## src/rtl/dmem_port_arbiter_pkg.sv

```systemverilog
// Shared encodings for the data-memory port arbiter.
package dmem_port_arbiter_pkg;

  localparam int NUM_PORTS = 2;

  // Access size encodings carried on req_size
  localparam logic [1:0] SZ_BYTE = 2'b00;
  localparam logic [1:0] SZ_HALF = 2'b01;
  localparam logic [1:0] SZ_WORD = 2'b10;
  localparam logic [1:0] SZ_ILL  = 2'b11;

  // IDLE accepts requests; MERGE is the write cycle of a sub-word store
  typedef enum logic {
    IDLE  = 1'b0,
    MERGE = 1'b1
  } state_t;

endpackage

```

## src/rtl/dmem_port_arbiter_rr_arbiter2.sv

```systemverilog
// Two-way round-robin grant. Grant is combinational; only the last winner
// is stored. Reset leaves port 1 as last winner so port 0 takes the first tie.
module rr_arbiter2
  import dmem_port_arbiter_pkg::*;
(
  input  logic                 clk,
  input  logic                 rst,
  input  logic                 en,
  input  logic [NUM_PORTS-1:0] req_valid,
  output logic [NUM_PORTS-1:0] grant
);

  logic last_grant;

  // Single requester wins outright; a tie goes to the port that lost last time
  always_comb begin
    grant = '0;
    if (en) begin
      if (&req_valid) grant = last_grant ? 2'b01 : 2'b10;
      else            grant = req_valid;
    end
  end

  // Every grant is an accept, so record its winner
  always_ff @(posedge clk or negedge rst) begin
    if (!rst)        last_grant <= 1'b1;
    else if (|grant) last_grant <= grant[1];
  end

endmodule

```

## src/rtl/dmem_port_arbiter.sv

```systemverilog
// Shares the 1R1W word memory between the load/store unit (port 0) and the
// debug loader (port 1). Loads and word stores take one cycle; byte and half
// stores read the old word in the accept cycle and write the merged word in
// a single MERGE cycle.
module dmem_port_arbiter
  import dmem_port_arbiter_pkg::*;
#(
  parameter int WIDTH = 32,
  parameter int DEPTH = 4,
  parameter int AW    = $clog2(DEPTH) + 2
) (
  input  logic                           clk,
  input  logic                           rst,
  input  logic [NUM_PORTS-1:0]           req_valid,
  output logic [NUM_PORTS-1:0]           req_ready,
  input  logic [NUM_PORTS-1:0]           req_we,
  input  logic [NUM_PORTS-1:0][1:0]      req_size,
  input  logic [NUM_PORTS-1:0][AW-1:0]   req_addr,
  input  logic [NUM_PORTS-1:0][WIDTH-1:0] req_wdata,
  output logic [NUM_PORTS-1:0]           resp_valid,
  output logic                           resp_err,
  output logic [WIDTH-1:0]               resp_rdata,
  output logic [AW-1:0]                  mem_rd_addr,
  output logic [AW-1:0]                  mem_wr_addr,
  output logic [WIDTH-1:0]               mem_wr_din,
  output logic                           mem_we,
  input  logic [WIDTH-1:0]               mem_rd_dout
);

  state_t                 state, state_nx;
  logic                   arb_en;
  logic [NUM_PORTS-1:0]   grant;
  logic                   gsel, accept;
  logic                   s_we, s_err, word_st, sub_st;
  logic [1:0]             s_sz;
  logic [AW-1:0]          s_addr;
  logic [WIDTH-1:0]       s_wd;

  logic                   lat_port, lat_half;
  logic [AW-1:0]          lat_addr;
  logic [15:0]            lat_wd;
  logic [WIDTH-1:0]       old_word, lane_data, merged;
  logic [3:0]             lane_mask;

  // Arbitration only while idle and out of reset, so ready stays low in reset
  assign arb_en = (state == IDLE) && rst;

  rr_arbiter2 u_arb (
    .clk       (clk),
    .rst       (rst),
    .en        (arb_en),
    .req_valid (req_valid),
    .grant     (grant)
  );

  assign gsel   = grant[1];
  assign accept = |grant;
  assign s_we   = req_we[gsel];
  assign s_sz   = req_size[gsel];
  assign s_addr = req_addr[gsel];
  assign s_wd   = req_wdata[gsel];

  assign s_err   = (s_sz == SZ_ILL) ||
                   ((s_sz == SZ_HALF) && s_addr[0]) ||
                   ((s_sz == SZ_WORD) && (s_addr[1:0] != 2'b00));
  assign word_st = accept && s_we && !s_err && (s_sz == SZ_WORD);
  assign sub_st  = accept && s_we && !s_err && (s_sz != SZ_WORD);

  // Lane select and replicated store data for the read-modify-write
  always_comb begin
    lane_mask = lat_half ? (lat_addr[1] ? 4'b1100 : 4'b0011)
                         : (4'b0001 << lat_addr[1:0]);
    lane_data = lat_half ? {2{lat_wd}} : {4{lat_wd[7:0]}};
  end

  for (genvar l = 0; l < 4; l++) begin : g_lane
    assign merged[8*l +: 8] = lane_mask[l] ? lane_data[8*l +: 8] : old_word[8*l +: 8];
  end

  // State register
  always_ff @(posedge clk or negedge rst) begin
    if (!rst) state <= IDLE;
    else      state <= state_nx;
  end

  // Next state and memory-side outputs
  always_comb begin
    state_nx    = state;
    req_ready   = grant;
    mem_rd_addr = accept ? s_addr : '0;
    mem_we      = 1'b0;
    mem_wr_addr = '0;
    mem_wr_din  = '0;
    case (state)
      IDLE: begin
        if (sub_st) state_nx = MERGE;
        if (word_st) begin
          mem_we      = 1'b1;
          mem_wr_addr = s_addr;
          mem_wr_din  = s_wd;
        end
      end
      MERGE: begin
        state_nx    = IDLE;
        mem_we      = 1'b1;
        mem_wr_addr = lat_addr;
        mem_wr_din  = merged;
      end
      default: state_nx = IDLE;
    endcase
  end

  // Response pulse one cycle after accept (or after MERGE) and sub-word capture
  always_ff @(posedge clk or negedge rst) begin
    if (!rst) begin
      resp_valid <= '0;
      resp_err   <= 1'b0;
      resp_rdata <= '0;
      old_word   <= '0;
      lat_port   <= 1'b0;
      lat_half   <= 1'b0;
      lat_addr   <= '0;
      lat_wd     <= '0;
    end else begin
      resp_valid <= '0;
      resp_err   <= 1'b0;
      resp_rdata <= '0;
      if (state == MERGE) begin
        resp_valid <= lat_port ? 2'b10 : 2'b01;
      end else if (accept) begin
        if (s_err) begin
          resp_valid <= grant;
          resp_err   <= 1'b1;
        end else if (!s_we) begin
          resp_valid <= grant;
          resp_rdata <= mem_rd_dout;
        end else if (s_sz == SZ_WORD) begin
          resp_valid <= grant;
        end else begin
          old_word <= mem_rd_dout;
          lat_port <= gsel;
          lat_half <= (s_sz == SZ_HALF);
          lat_addr <= s_addr;
          lat_wd   <= s_wd[15:0];
        end
      end
    end
  end

endmodule

```

## config.mk

```make
export PLATFORM = sky130hd
export DESIGN_NAME = dmem_port_arbiter
export DESIGN_NICKNAME = d
export VERILOG_FILES = /design/src/rtl/dmem_port_arbiter_pkg.sv /design/src/rtl/dmem_port_arbiter_rr_arbiter2.sv /design/src/rtl/dmem_port_arbiter.sv
export SDC_FILE = /design/constraint.sdc
export NUM_CORES = 1
export LEC_CHECK = 0
export CORE_ASPECT_RATIO = 0.8
export CORE_UTILIZATION = 43
export DETAILED_ROUTE_END_ITERATION = 16
export GPL_ROUTABILITY_DRIVEN = 0
export PLACE_DENSITY = 0.81
export RECOVER_POWER = 25
export SYNTH_ARGS = -nofsm -noshare
export SYNTH_HDL_FRONTEND = slang
export SYNTH_HIERARCHICAL = 1
export SYNTH_SLANG_ARGS = --single-unit
```

## constraint.sdc

```tcl
create_clock -name clk -period 3.4 [get_ports clk]
set_clock_uncertainty 0.05 [all_clocks]
set_input_delay 0.68 -clock clk [delete_from_list [all_inputs] [get_ports clk]]
set_output_delay 0.68 -clock clk [all_outputs]
set_load 0.01 [all_outputs]
```

==> results of run 1 <==
cell usage after synthesis (2+ instances only):
library cell / n / share of area
a21oi_1: 4 / 0.0044
a22o_1: 5 / 0.0097
a2bb2oi_1: 8 / 0.016
and2_1: 34 / 0.047
and3_1: 2 / 0.0028
buf_2: 7 / 0.0078
buf_4: 2 / 0.0033
buf_6: 3 / 0.0075
clkbuf_1: 13 / 0.011
dfrtp_1: 90 / 0.50
inv_1: 22 / 0.018
mux2_1: 30 / 0.075
mux2_2: 5 / 0.012
mux2i_1: 70 / 0.16
nand2_1: 7 / 0.0058
nand2b_1: 2 / 0.0028
nand3_1: 2 / 0.0022
nor2_1: 18 / 0.015
nor2b_1: 2 / 0.0028
nor3_1: 2 / 0.0022
o21ai_0: 18 / 0.020
o221ai_1: 8 / 0.016
o22ai_1: 26 / 0.036
sequential cells by signal, indices dropped and copies added, names as in the netlist:
signal            count
old_word             32
resp_rdata           32
lat_wd               16
lat_addr              4
resp_valid            2
lat_half              1
lat_port              1
resp_err              1
state                 1
u_arb/last_grant      1
layout by cell type (no fill, tap or decap), types with 2 or more instances in the layout:
cell	count
clkdlybuf4s50_1	150
dfrtp_1	90
mux2i_1	70
buf_4	43
and2_1	34
mux2_1	30
o22ai_1	24
inv_1	22
nor2_1	18
o21ai_0	17
clkbuf_2	15
clkbuf_16	12
clkdlybuf4s15_1	11
dlygate4sd2_1	9
a2bb2oi_1	8
o221ai_1	8
dlymetal6s2s_1	6
nand2_1	5
a22o_1	5
mux2_2	5
buf_12	4
clkinvlp_4	3
nand2b_1	2
nor3_1	2
and3_1	2
o22ai_2	2
a21oi_1	2
nand3_1	2
a21oi_4	2
clkbuf_1	2
clkbuf_8	2
a21oi_2	2
path summary, 6_finish.rpt:
check / startpoint / endpoint / slack (ns)
min in group clk: lat_port$_DFFE_PN0P_ / resp_valid[0]$_DFF_PN0_ / 0.44
hold / removal: rst / resp_rdata[26]$_DFF_PN0_ / 0.42
setup / recovery: rst / mem_wr_din[16] / 0.11
setup reg to reg: u_arb/last_grant$_DFFE_PN1P_ / old_word[30]$_DFFE_PN0P_ / 0.81
max in group asynchronous: rst / old_word[28]$_DFFE_PN0P_ / 1.30
hold reg to reg: lat_port$_DFFE_PN0P_ / resp_valid[0]$_DFF_PN0_ / 0.44
kinds of logic after synthesis:
family,share of synthesized area
muxes,0.242
AOI/OAI and AO/OA,0.120
buffers and inverters,0.0504
DFF,0.504
and+or+nand+nor,0.0828
layout make-up:
cell class	instances	area share
diodes	1	0.000346
repair buffers	243	0.324
flip-flops and latches	91	0.315
inverters	23	0.0119
multi-input cells	252	0.285
well taps	140	0.0242
clock buffers	13	0.0360
clock inverters	3	0.00311
report_power, final:
part	total [mW]	switching (mW)	internal, mW
clock	0.942	0.406	0.536
combinational	1.08	0.527	0.556
sequential	1.53	0.193	1.34
routing by layer:
metal | vias up | track usage | wire (um)
met5 | - | 0 | 0
li1 | 1859 | - | -
met4 | 0 | 0.0781 | 198
met1 | 1985 | 0.325 | 6020
met3 | 19 | 0.0594 | 944
met2 | 167 | 0.464 | 7440
per-stage QoR:
step,utilization,instances,TNS (ns)
after floorplan,-,393,0
after global placement,0.670,743,-5.66
after detailed placement,0.670,743,-8.63
after CTS,0.696,759,-0.00575
after global routing,0.706,766,0
final,0.706,766,0
what timing repair did:
| item | in CTS | in global routing |
|---|---|---|
| resized for setup | 40 | 56 |
| endpoints found under the hold margin | 0 | 0 |
| endpoints found under the setup margin | 38 | 38 |
| gates cloned | 0 | 3 |
| buffers inserted | 0 | 3 |
| pin swaps | 1 | 1 |
==> impl_metrics.toml, run 1 <==
[status]
outcome = "complete, no violations"

[worst_setup_path]
critPathBufInv = 3
worstPathCellList = "buf_4 -> nor2b_2 -> nand2_2 -> a21oi_4 -> and4b_1 -> a22o_1 -> nand2_4 -> clkbuf_16 -> o22ai_2 -> clkdlybuf4s15_1"
path_max_fanout = 8
crit_path_max_incr_delay_ns = 0.28
cp_slowest_cell = "a22o_1"
r2r_cells = 10
cp.arrival_ns = 2.56
crit_family = "simple AND/OR/NAND/NOR gates"
start_kind = "input pin"
crit_path_end_kind = "output port"
crit_required_ns = 2.67
cp.depth = 10
crit_type = "input pin to output port"

[placement]
dp_hpwl_mm = 10.6
pre_cts_ws_ns = -0.334
postPlaceCellArea_mm2 = 0.00687
portBuffers = 191

[finish]
drive_gt1_frac = 0.157
syn_to_final_growth_pct = 60.1
multi_input_area_mm2 = 0.00206
fill_cells = 791
ff_latch_area_mm2 = 0.00228
nets = 734
design_area_mm2 = 0.00723

[clock_network]
cts-hold-fix-buffers = 0
cts_tree = "built"
cts_buffers = 9
clk_pin_slew_ns = 0.06
cts-root-buf = "clkbuf_16"
cts_buffer_depth = 2
htreeDepth = 3
clock-sinks = 91
clk-insertion-delay-late_ns = 0.34

[synthesis]
syn_area_mm2 = 0.00452
syn_inst = 393
syn_nets = 507
async_flop_share = 1.00
seq_area_frac_synth = 0.504
avgSynthCellArea_um2 = 11.5
synth_edf_count = 0
yosys_warnings = 6
ys.flop_type = "dfrtp_1"
synth_seq_cells = 91
synth_cell_types = 36

[routing]
avgRoutedWirePerCell_um = 19.1
vias_per_cell = 5.26
first_iter_violations = 219
vias = 4030
postRouteAntennaNets = 0
routed_wl_mm = 14.6
drcViolationCount = 0
firstDrtPassIters = 5

[timing]
fin_hold_ws_ns = 0.422
clock.fmax_mhz = 304
relSlewSlack = 0.198
hold_violations = 0
rsz0062_at_grt = "false"
period_share = 0.968
worst_slew_pin_slew_ns = 1.20
finalWorstSetupSlack_ns = 0.108
slew_violations = 0
setup_violations = 0
fin_crit_ns = 3.29

[run]
maxCapViolCount = 0

[die]
io_pins = 192
core-area_mm2 = 0.0102
die_h_um = 93.7
die_area_mm2 = 0.0109
rows = 33
initial_core_util = 0.441
die_w_um = 117

[global_route]
grt_usage = 0.265
antenna_found_initial = 1
grt_pass1_wl_mm = 21.5
grt_max_degree = 51
overflow = 0
grt_pass1_vias = 4198

[power]
peakVddDrop_mv = 0.337
powerDensity_mw_per_mm2 = 492
leakage_nw = 3.27
totalPowerFinal_mw = 3.56

[hold_path]
hp-class = "input pin to asynchronous set/reset pin"
Power figures use the tool's default switching activity.
==> run 2, diff against run 1 <==
ABC_CLOCK_PERIOD_IN_PS = 3400   (was unset)
SLEW_MARGIN = 40   (was unset)
==> results of run 2 <==
Same layout as run 1: the final DEF is identical, and so are final timing and power.
